`src/rtl/dcache_if.sv`:
```
// Load/store port between the memory unit and the data cache, plus the
// cache's request/acknowledge port toward main memory.
interface dcache_if;
    // Requester side: rw_flag acts as valid and is taken only while busy=0;
    // done pulses once per accepted request. Memory side: mem_req is valid,
    // mem_ack is a one-cycle ready, and mem_* stay stable until mem_ack.
    logic [1:0]  rw_flag;
    logic [31:0] addr;
    logic [31:0] write_data;
    logic [3:0]  write_mask;
    logic        busy;
    logic        done;
    logic [31:0] read_data;
    logic        mem_req;
    logic        mem_we;
    logic [31:0] mem_addr;
    logic [31:0] mem_wdata;
    logic [3:0]  mem_wmask;
    logic [31:0] mem_rdata;
    logic        mem_ack;

    modport master (
        output rw_flag, addr, write_data, write_mask, mem_rdata, mem_ack,
        input  busy, done, read_data, mem_req, mem_we, mem_addr, mem_wdata, mem_wmask
    );

    modport slave (
        input  rw_flag, addr, write_data, write_mask, mem_rdata, mem_ack,
        output busy, done, read_data, mem_req, mem_we, mem_addr, mem_wdata, mem_wmask
    );
endinterface

```
`src/rtl/dcache.sv`:
```
// Direct-mapped, write-through, no-write-allocate data cache with one-word
// lines; one request in flight, misses and all stores go to memory.
module dcache #(
    parameter int LINES = 64,
    parameter int IDX_W = 6
) (
    input  logic       clk,
    input  logic       rst,
    dcache_if.slave    bus,
    output logic [2:0] dbg_state
);
    localparam int TAG_W = 30 - IDX_W;

    typedef enum logic [2:0] {IDLE, LOOKUP, MEM_RD, MEM_WR, RESP} state_e;

    state_e             state_q, state_d;
    logic [1:0]         rw_q, rw_d;
    logic [31:0]        addr_q, addr_d;
    logic [31:0]        wdata_q, wdata_d;
    logic [3:0]         wmask_q, wmask_d;
    logic               busy_q, busy_d;
    logic               done_q, done_d;
    logic [31:0]        rdata_q, rdata_d;
    logic               mem_req_q, mem_req_d;
    logic               mem_we_q, mem_we_d;
    logic [31:0]        mem_addr_q, mem_addr_d;
    logic [31:0]        mem_wdata_q, mem_wdata_d;
    logic [3:0]         mem_wmask_q, mem_wmask_d;
    logic [LINES-1:0]   valid_q, valid_d;
    logic [TAG_W-1:0]   tag_q [LINES];
    logic [31:0]        data_q [LINES];

    logic [IDX_W-1:0]   idx;
    logic [TAG_W-1:0]   tag;
    logic               hit;
    logic [31:0]        merged;
    logic               line_we;
    logic [31:0]        line_wdata;

    assign idx = addr_q[IDX_W+1:2];
    assign tag = addr_q[31:IDX_W+2];
    assign hit = valid_q[idx] && (tag_q[idx] == tag);

    always_comb begin
        merged = data_q[idx];
        for (int i = 0; i < 4; i++) begin
            if (wmask_q[i]) merged[8*i +: 8] = wdata_q[8*i +: 8];
        end
    end

    always_comb begin
        state_d     = state_q;
        rw_d        = rw_q;
        addr_d      = addr_q;
        wdata_d     = wdata_q;
        wmask_d     = wmask_q;
        busy_d      = busy_q;
        done_d      = done_q;
        rdata_d     = rdata_q;
        mem_req_d   = mem_req_q;
        mem_we_d    = mem_we_q;
        mem_addr_d  = mem_addr_q;
        mem_wdata_d = mem_wdata_q;
        mem_wmask_d = mem_wmask_q;
        valid_d     = valid_q;
        line_we     = 1'b0;
        line_wdata  = merged;
        case (state_q)
            IDLE: begin
                if (bus.rw_flag == 2'd1 || bus.rw_flag == 2'd2) begin
                    rw_d    = bus.rw_flag;
                    addr_d  = bus.addr;
                    wdata_d = bus.write_data;
                    wmask_d = bus.write_mask;
                    busy_d  = 1'b1;
                    state_d = LOOKUP;
                end
            end
            LOOKUP: begin
                if (rw_q == 2'd1) begin
                    if (hit) begin
                        rdata_d = data_q[idx];
                        done_d  = 1'b1;
                        state_d = RESP;
                    end else begin
                        mem_req_d  = 1'b1;
                        mem_we_d   = 1'b0;
                        mem_addr_d = addr_q & 32'hFFFF_FFFC;
                        state_d    = MEM_RD;
                    end
                end else begin
                    // Store hit updates the word in place; tag and valid are untouched.
                    line_we     = hit;
                    mem_req_d   = 1'b1;
                    mem_we_d    = 1'b1;
                    mem_addr_d  = addr_q & 32'hFFFF_FFFC;
                    mem_wdata_d = wdata_q;
                    mem_wmask_d = wmask_q;
                    state_d     = MEM_WR;
                end
            end
            MEM_RD: begin
                if (bus.mem_ack) begin
                    line_we      = 1'b1;
                    line_wdata   = bus.mem_rdata;
                    valid_d[idx] = 1'b1;
                    rdata_d      = bus.mem_rdata;
                    mem_req_d    = 1'b0;
                    done_d       = 1'b1;
                    state_d      = RESP;
                end
            end
            MEM_WR: begin
                if (bus.mem_ack) begin
                    mem_req_d = 1'b0;
                    done_d    = 1'b1;
                    state_d   = RESP;
                end
            end
            RESP: begin
                done_d  = 1'b0;
                busy_d  = 1'b0;
                state_d = IDLE;
            end
            default: state_d = IDLE;
        endcase
    end

    always_ff @(posedge clk or posedge rst) begin
        if (rst) begin
            state_q     <= IDLE;
            rw_q        <= 2'd0;
            addr_q      <= 32'd0;
            wdata_q     <= 32'd0;
            wmask_q     <= 4'd0;
            busy_q      <= 1'b0;
            done_q      <= 1'b0;
            rdata_q     <= 32'd0;
            mem_req_q   <= 1'b0;
            mem_we_q    <= 1'b0;
            mem_addr_q  <= 32'd0;
            mem_wdata_q <= 32'd0;
            mem_wmask_q <= 4'd0;
            valid_q     <= '0;
        end else begin
            state_q     <= state_d;
            rw_q        <= rw_d;
            addr_q      <= addr_d;
            wdata_q     <= wdata_d;
            wmask_q     <= wmask_d;
            busy_q      <= busy_d;
            done_q      <= done_d;
            rdata_q     <= rdata_d;
            mem_req_q   <= mem_req_d;
            mem_we_q    <= mem_we_d;
            mem_addr_q  <= mem_addr_d;
            mem_wdata_q <= mem_wdata_d;
            mem_wmask_q <= mem_wmask_d;
            valid_q     <= valid_d;
        end
    end

    // Tag/data storage needs no reset: valid bits gate every use.
    always_ff @(posedge clk) begin
        if (line_we) begin
            tag_q[idx]  <= tag;
            data_q[idx] <= line_wdata;
        end
    end

    assign bus.busy      = busy_q;
    assign bus.done      = done_q;
    assign bus.read_data = rdata_q;
    assign bus.mem_req   = mem_req_q;
    assign bus.mem_we    = mem_we_q;
    assign bus.mem_addr  = mem_addr_q;
    assign bus.mem_wdata = mem_wdata_q;
    assign bus.mem_wmask = mem_wmask_q;
    assign dbg_state     = state_q;
endmodule

```
`src/flat_wrapper.sv`:
```
// flat-port wrapper written by rule: the top's interface ports become plain ports
module dcache_flat 
#(
    parameter int LINES = 64,
    parameter int IDX_W = 6
)
  (clk, rst, dbg_state, bus_rw_flag, bus_addr, bus_write_data, bus_write_mask, bus_mem_rdata, bus_mem_ack, bus_busy, bus_done, bus_read_data, bus_mem_req, bus_mem_we, bus_mem_addr, bus_mem_wdata, bus_mem_wmask);
  dcache_if bus_i ();
  input  logic clk;
  input  logic rst;
  output logic [2:0] dbg_state;
  input wire logic [$bits(bus_i.rw_flag)-1:0] bus_rw_flag;
  input wire logic [$bits(bus_i.addr)-1:0] bus_addr;
  input wire logic [$bits(bus_i.write_data)-1:0] bus_write_data;
  input wire logic [$bits(bus_i.write_mask)-1:0] bus_write_mask;
  input wire logic [$bits(bus_i.mem_rdata)-1:0] bus_mem_rdata;
  input wire logic [$bits(bus_i.mem_ack)-1:0] bus_mem_ack;
  output wire logic [$bits(bus_i.busy)-1:0] bus_busy;
  output wire logic [$bits(bus_i.done)-1:0] bus_done;
  output wire logic [$bits(bus_i.read_data)-1:0] bus_read_data;
  output wire logic [$bits(bus_i.mem_req)-1:0] bus_mem_req;
  output wire logic [$bits(bus_i.mem_we)-1:0] bus_mem_we;
  output wire logic [$bits(bus_i.mem_addr)-1:0] bus_mem_addr;
  output wire logic [$bits(bus_i.mem_wdata)-1:0] bus_mem_wdata;
  output wire logic [$bits(bus_i.mem_wmask)-1:0] bus_mem_wmask;
  assign bus_i.rw_flag = bus_rw_flag;
  assign bus_i.addr = bus_addr;
  assign bus_i.write_data = bus_write_data;
  assign bus_i.write_mask = bus_write_mask;
  assign bus_i.mem_rdata = bus_mem_rdata;
  assign bus_i.mem_ack = bus_mem_ack;
  assign bus_busy = bus_i.busy;
  assign bus_done = bus_i.done;
  assign bus_read_data = bus_i.read_data;
  assign bus_mem_req = bus_i.mem_req;
  assign bus_mem_we = bus_i.mem_we;
  assign bus_mem_addr = bus_i.mem_addr;
  assign bus_mem_wdata = bus_i.mem_wdata;
  assign bus_mem_wmask = bus_i.mem_wmask;
  dcache #(.LINES(LINES), .IDX_W(IDX_W)) u_core (.clk(clk), .rst(rst), .bus(bus_i), .dbg_state(dbg_state));
endmodule
```
`config.mk`:
```
export PLATFORM = sky130hd
export DESIGN_NAME = dcache_flat
export DESIGN_NICKNAME = d
export VERILOG_FILES = /design/src/rtl/dcache_if.sv /design/src/rtl/dcache.sv /design/src/flat_wrapper.sv
export SDC_FILE = /design/constraint.sdc
export NUM_CORES = 2
export LEC_CHECK = 0
export BUFFER_PORTS_ARGS = -buffer_cell sky130_fd_sc_hd__buf_4
export CAP_MARGIN = 0
export CORE_MARGIN = 1
export CORE_UTILIZATION = 36
export DETAILED_ROUTE_END_ITERATION = 7
export PLACE_DENSITY = 0.54
export SYNTH_ARGS = -nofsm -noshare
export SYNTH_HDL_FRONTEND = slang
export SYNTH_SLANG_ARGS = --single-unit
```
`constraint.sdc`:
```
create_clock -name clk -period 19.1 [get_ports clk]
set_input_delay 0.955 -clock clk [delete_from_list [all_inputs] [get_ports clk]]
set_output_delay 0.955 -clock clk [all_outputs]
set_load 0.005 [all_outputs]
```
After elaboration in Yosys (flattened, before gate mapping)

Memory sizes are Yosys's and may differ from the RTL's.
Index checks and enable logic that the tools add are counted.

Order comparisons: 2
Equality and inequality tests: 15
Multiplexer cells: 38
Bitwise logic cells: 2
Reduce and logical (&&, ||, !) cells: 18

Operators by type and width:

| cell               | count |
|---|---|
| $mux 32            | 7 |
| $or 64x64->64      | 1 |
| $pmux 32 s2        | 1 |
| $mux 8             | 4 |
| $eq 24x24->1       | 1 |
| $mux 1             | 15 |
| $mux 3             | 4 |
| $reduce_and 2->1   | 6 |
| $pmux 3 s3         | 1 |
| $ne 2x1->1 const B | 4 |
| $reduce_and 4->1   | 2 |
| $lt 6x7->1 const B | 1 |
| $bmux 1 s6         | 1 |
| $demux 1 s6        | 1 |
| $eq 3x2->1 const B | 2 |
| $ge 6x1->1 const B | 1 |
| $pmux 1 s2         | 3 |
| $reduce_bool 2->1  | 3 |
| $eq 2x1->1 const B | 2 |
| $ne 2x2->1 const B | 2 |
| $eq 3x1->1 const B | 1 |
| $eq 3x3->1 const B | 1 |
| $logic_not 3->1    | 1 |
| $ne 3x3->1 const B | 1 |
| 8 further kinds    | 9 |

Register bits: 241
Bits in writable memories: 3584
Bits of input ports: 105
Memories kept: 2

Memory list:

| name          | depth | bits a word | rd ports | clocked after Yosys merged registers in | wr ports | RTL line     | text |
|---|---|---|---|---|---|---|---|
| u_core.data_q | 64    | 32          | 1        | 0                                       | 1        | dcache.sv:31 | `logic [31:0] data_q [LINES];` |
| u_core.tag_q  | 64    | 24          | 1        | 0                                       | 1        | dcache.sv:30 | `logic [TAG_W-1:0] tag_q [LINES];` |

Longest topological paths before layout

Depth after elaboration: 7
Gate-level depth with buffers: 21

Worst setup path before layout

Ideal clock, no wire load.

Path kind: flip-flop to flip-flop
Start: reg u_core.addr_q[4]
End: mem u_core.data_q[0][0], enable pin
Library setup time: 0.539 ns
Arrival: 7.189 ns
Required time: 18.561 ns
Slack: 11.372 ns
Cell stages (with the launch flop): 17
Period minus slack after synthesis: 7.728 ns
Cells stage by stage: dfrtp_1 > buf_2 > buf_2 > buf_2 > buf_1 > mux2i_1 > o21ai_0 > a22oi_1 > o22ai_1 > or4b_2 > xor2_1 > nor2_1 > and4bb_1 > and2_4 > a21oi_2 > buf_2 > nor3_1

Cells in the longest elaborated chain, start to end: 7

RTL lines:

| what                                               | RTL line      | text |
|---|---|---|
| from (decl)                                        | dcache.sv:18  | `logic [31:0] addr_q, addr_d;` |
| from (signal assigned)                             | dcache.sv:148 | `addr_q <= addr_d;` |
| $mem_v2 64x24 / $bmux 1 s6 (equally long branches) | --            |  |
| $eq 24x24->1 / $mux 1 (equally long branches)      | dcache.sv:42  | `assign hit = valid_q[idx] && (tag_q[idx] == tag);` |
| $logic_and 1x1->1                                  | dcache.sv:42  |  |
| $mux 1                                             | dcache.sv:80  | `if (rw_q == 2'd1) begin` |
| $pmux 1 s2                                         | dcache.sv:68  | `case (state_q)` |
| $mux 1                                             | dcache.sv:165 | `if (line_we) begin` |
| $mux 1 (implied by the code)                       | dcache.sv:167 | `data_q[idx] <= line_wdata;` |
| to (decl)                                          | dcache.sv:31  |  |

Parallel ways exist; a longest one is shown, timed or not. The select of a mux whose other input is x is not followed.

Worst setup path after layout

Start: reg u_core.addr_q[4]
End: mem u_core.data_q[18][13], enable pin

The elaborated chain is that of the path after synthesis.

==> impl_metrics.csv <==
group,metric,value,unit
sta,setup_viol,0,
synthesis,synthCells,7737,
floorplanning,dieArea,404000,um^2
routing,top_layer,"met5",
sta,timing.setup.tns,0,ns
critical_path,cp-end-kind,"flop",
routing,drt_iter0_drc,15011,
clocking,postCtsResizedCells,0,
synthesis,yosysMostFrequentCell,"edfxtp_1",
routing,vias,85961,
global_routing,grt.total_usage,25.3,%
floorplanning,fp-row-count,232,
sta,finClkSkew,0.0539,ns
synthesis,synthesis.area,145000,um^2
sta,rsz0062_at_grt,"no",
sta,timing.final.ws_setup,8.58,ns
clocking,cts_buffers,382,
clocking,cts.sinks,3821,
sta,slew_violations,0,
routing,wl_met1,205,mm
routing,antenna_left,0,
floorplanning,start_util,36.2,%
floorplanning,io_pins,212,
place,place.gp.congestion,0.804,
synthesis,yosys.area.top_type_share,74.5,%
global_routing,antenna_found_initial,27,
synthesis,synth_edf_count,3584,
clocking,clk_pin_slew,0.06,ns
hold_path,hold_path.class,"input port to async pin",
floorplanning,coreArea,399000,um^2
finish,design_area,167000,um^2
synthesis,synth-main-ff-cell,"edfxtp_1",
sta,maxSlewHeadroom,4.66,%
synthesis,synth_area_leaders,"edfxtp_1 74%, dfrtp_1 4.1%, mux4_2 3.4%",
place,dp_slack,8.72,ns
clocking,cts.path.max_buffers,4,
finish,num-nets-final,8286,
critical_path,critPathMostFrequentCell,"buf_4",
synthesis,async_reset_ff_share,6.20,%
critical_path,path_max_fanout,48,
synthesis,ys_types,85,
sta,fin_crit,10.52,ns
clocking,hold_buffers,0,
place,place.port_buffers,207,
floorplanning,die_y,636,um
finish,area_growth_syn_to_layout,15.2,%
routing,wl_met2,241,mm
routing,drc_errors,0,
sta,max_freq,95.1,MHz
run_status,outcome,"finished clean",
power_and_ir_drop,ir_drop,0.210,mV
power_and_ir_drop,p_leak,54.0,nW
finish,n_fill_cell,35179,
critical_path,cp_cell_sequence,"buf_4, buf_4, buf_4, buf_4, mux2i_1, o22ai_1, o21ai_1, nand4_1, or3_1, a2111oi_1, buf_4, and4_1, and2_4, a21oi_4, buf_4, nor3_2, buf_4, buf_4",
synthesis,synthTopCellsByCount,"3,584 x edfxtp_1, 574 x a22oi_1, 375 x mux2i_1, 336 x a221oi_1, 261 x clkbuf_1",
power_and_ir_drop,power_per_cell_area,178,nW/um^2
global_routing,overflow,0,
critical_path,crit_arrival,11.09,ns
routing,wl_per_cell,38.4,um
clocking,cts_setup_buffers,0,
critical_path,crit_slowest_cell,"a2111oi_1",
global_routing,grt_pass1_vias,82305,
floorplanning,die_x,636,um
place,dp_hpwl,278,mm
clocking,cts-root-buf,"clkbuf_16",
synthesis,ys_seq_area_share,78.6,%
synthesis,avgSynthCellArea,18.7,um^2
synthesis,synth-seq-cells,3821,
sta,tightest_slew,1.42,ns
critical_path,critPathRequiredTime,19.67,ns
synthesis,synth_area_leader_cell,"edfxtp_1",
routing,wl,528,mm
routing,route.met3.wl,57.8,mm
critical_path,critPathKind,"flop to flop",
place,dpl_cell_area,154000,um^2
routing,dr.pass1.iters,7,
global_routing,grt_max_degree,95,
global_routing,grt_pass1_wl,708,mm
clocking,cts_tree,"yes",
clocking,clock_latency,1.00,ns
critical_path,critPathLaunchType,"flop",
routing,viasPerCell,6.24,
finish,drive_gt1_share,20.8,%
critical_path,slowest_delay,1.02,ns
synthesis,ys_warn_count,0,
sta,report.final.hold_viol_count,0,
clocking,htree_levels,5,
job,maxCapViolations,0,
sta,finalCritPeriodShare,55.1,%
==> power by group <==
group / switching (mW) / leakage (nW) / internal, mW / total [mW]
registers: 0.295 / 35.2 / 11.8 / 12.1
logic: 7.29 / 12.8 / 2.75 / 10.0
clock network: 3.25 / 6.05 / 4.28 / 7.54
total: 10.8 / 54.0 / 18.8 / 29.7
==> critical path: cells and delay by family, from the launching register on <==
family | cells | cell delay (ns)
flops | 1 | 0.56
mux | 1 | 0.26
compound gates | 4 | 1.42
buf+inv | 8 | 4.94
simple gates | 5 | 2.57
==> cells in the final DEF (no fill, tap or decap), drive strengths merged, types with 138 or more instances in the layout <==
master,n
edfxtp,3584
nor2,212
a221oi,336
buf,582
a21oi,179
dfrtp,237
mux2,238
o21ai,138
a22oi,574
clkbuf,491
a22o,140
mux4,215
clkinv,154
mux2i,375
==> metrics by stage <==
| stage | power [mW] | util (%) | hold WS, ns | cells |
|---|---|---|---|---|
| global placement | 21.9 | 38.6 | 0.432 | 13062 |
| finish | 29.7 | 41.7 | 0.142 | 13779 |
| floorplan | 17.6 | - | 0.422 | 7738 |
| global route | 30.4 | 41.7 | 0.171 | 13766 |
| detailed placement | 22.1 | 38.6 | 0.440 | 13062 |
| CTS | 29.6 | 41.7 | 0.125 | 13764 |
==> final cells by class <==
| class | instances | area [um^2] | area share, % |
|---|---|---|---|
| Sequential cell | 3821 | 114000 | 68.2 |
| Multi-Input combinational cell | 3384 | 29400 | 17.6 |
| Clock buffer | 491 | 10200 | 6.13 |
| Tap cell | 5265 | 6590 | 3.96 |
| Timing Repair Buffer | 582 | 4540 | 2.73 |
| Clock inverter | 211 | 2120 | 1.28 |
| Inverter | 10 | 56.3 | 0.0338 |
| Antenna cell | 15 | 37.5 | 0.0225 |
==> state kept, by name, summed over array words and instances (netlist names), 4 cells and up <==
signal and flops:
u_core.valid_q 64, u_core.wdata_q 32, u_core.wmask_q 4, u_core.bus.mem_wdata 32, u_core.bus.read_data 32, u_core.bus.mem_addr 30, u_core.data_q 2048, u_core.tag_q 1536
u_core.addr_q 30, u_core.bus.mem_wmask 4
==> cell families (layout without fill, tap and decap cells) <==
| logic type | count (synthesis) | in the layout | synth area share [%] |
|---|---|---|---|
| compound gates | 1793 | 1793 | 9.18 |
| xor+xnor | 20 | 20 | 0.121 |
| buf+inv | 533 | 1294 | 1.72 |
| flops | 3821 | 3821 | 78.6 |
| mux | 828 | 828 | 7.88 |
| other cells | 1 | 17 | 0.00259 |
| simple gates | 741 | 741 | 2.53 |
==> path summary, 6_finish.rpt <==
kind / slack [ns] / end / startpoint / cells past startpoint
min in group clk: 0.20 / u_core.wdata_q[10] / bus_write_data[10] / 2
hold / removal: 0.14 / u_core.valid_q[26] / rst / 2
hold reg to reg: 0.45 / u_core.valid_q[59] / u_core.valid_q[59] / 1
setup reg to reg: 8.58 / u_core.data_q[18][13] / u_core.addr_q[4] / 18
max in group asynchronous: 16.76 / u_core.bus.read_data[4] / rst / 4
setup / recovery: 8.58 / u_core.data_q[18][13] / u_core.addr_q[4] / 18
==> routing by layer <==
layer | vias up | GRT usage (%)
met5 | - | 0
met4 | 14 | 10.7
met3 | 1095 | 4.92
met2 | 5910 | 39.3
met1 | 45812 | 34.8
li1 | 33130 | -
Power figures use the tool's default switching activity.
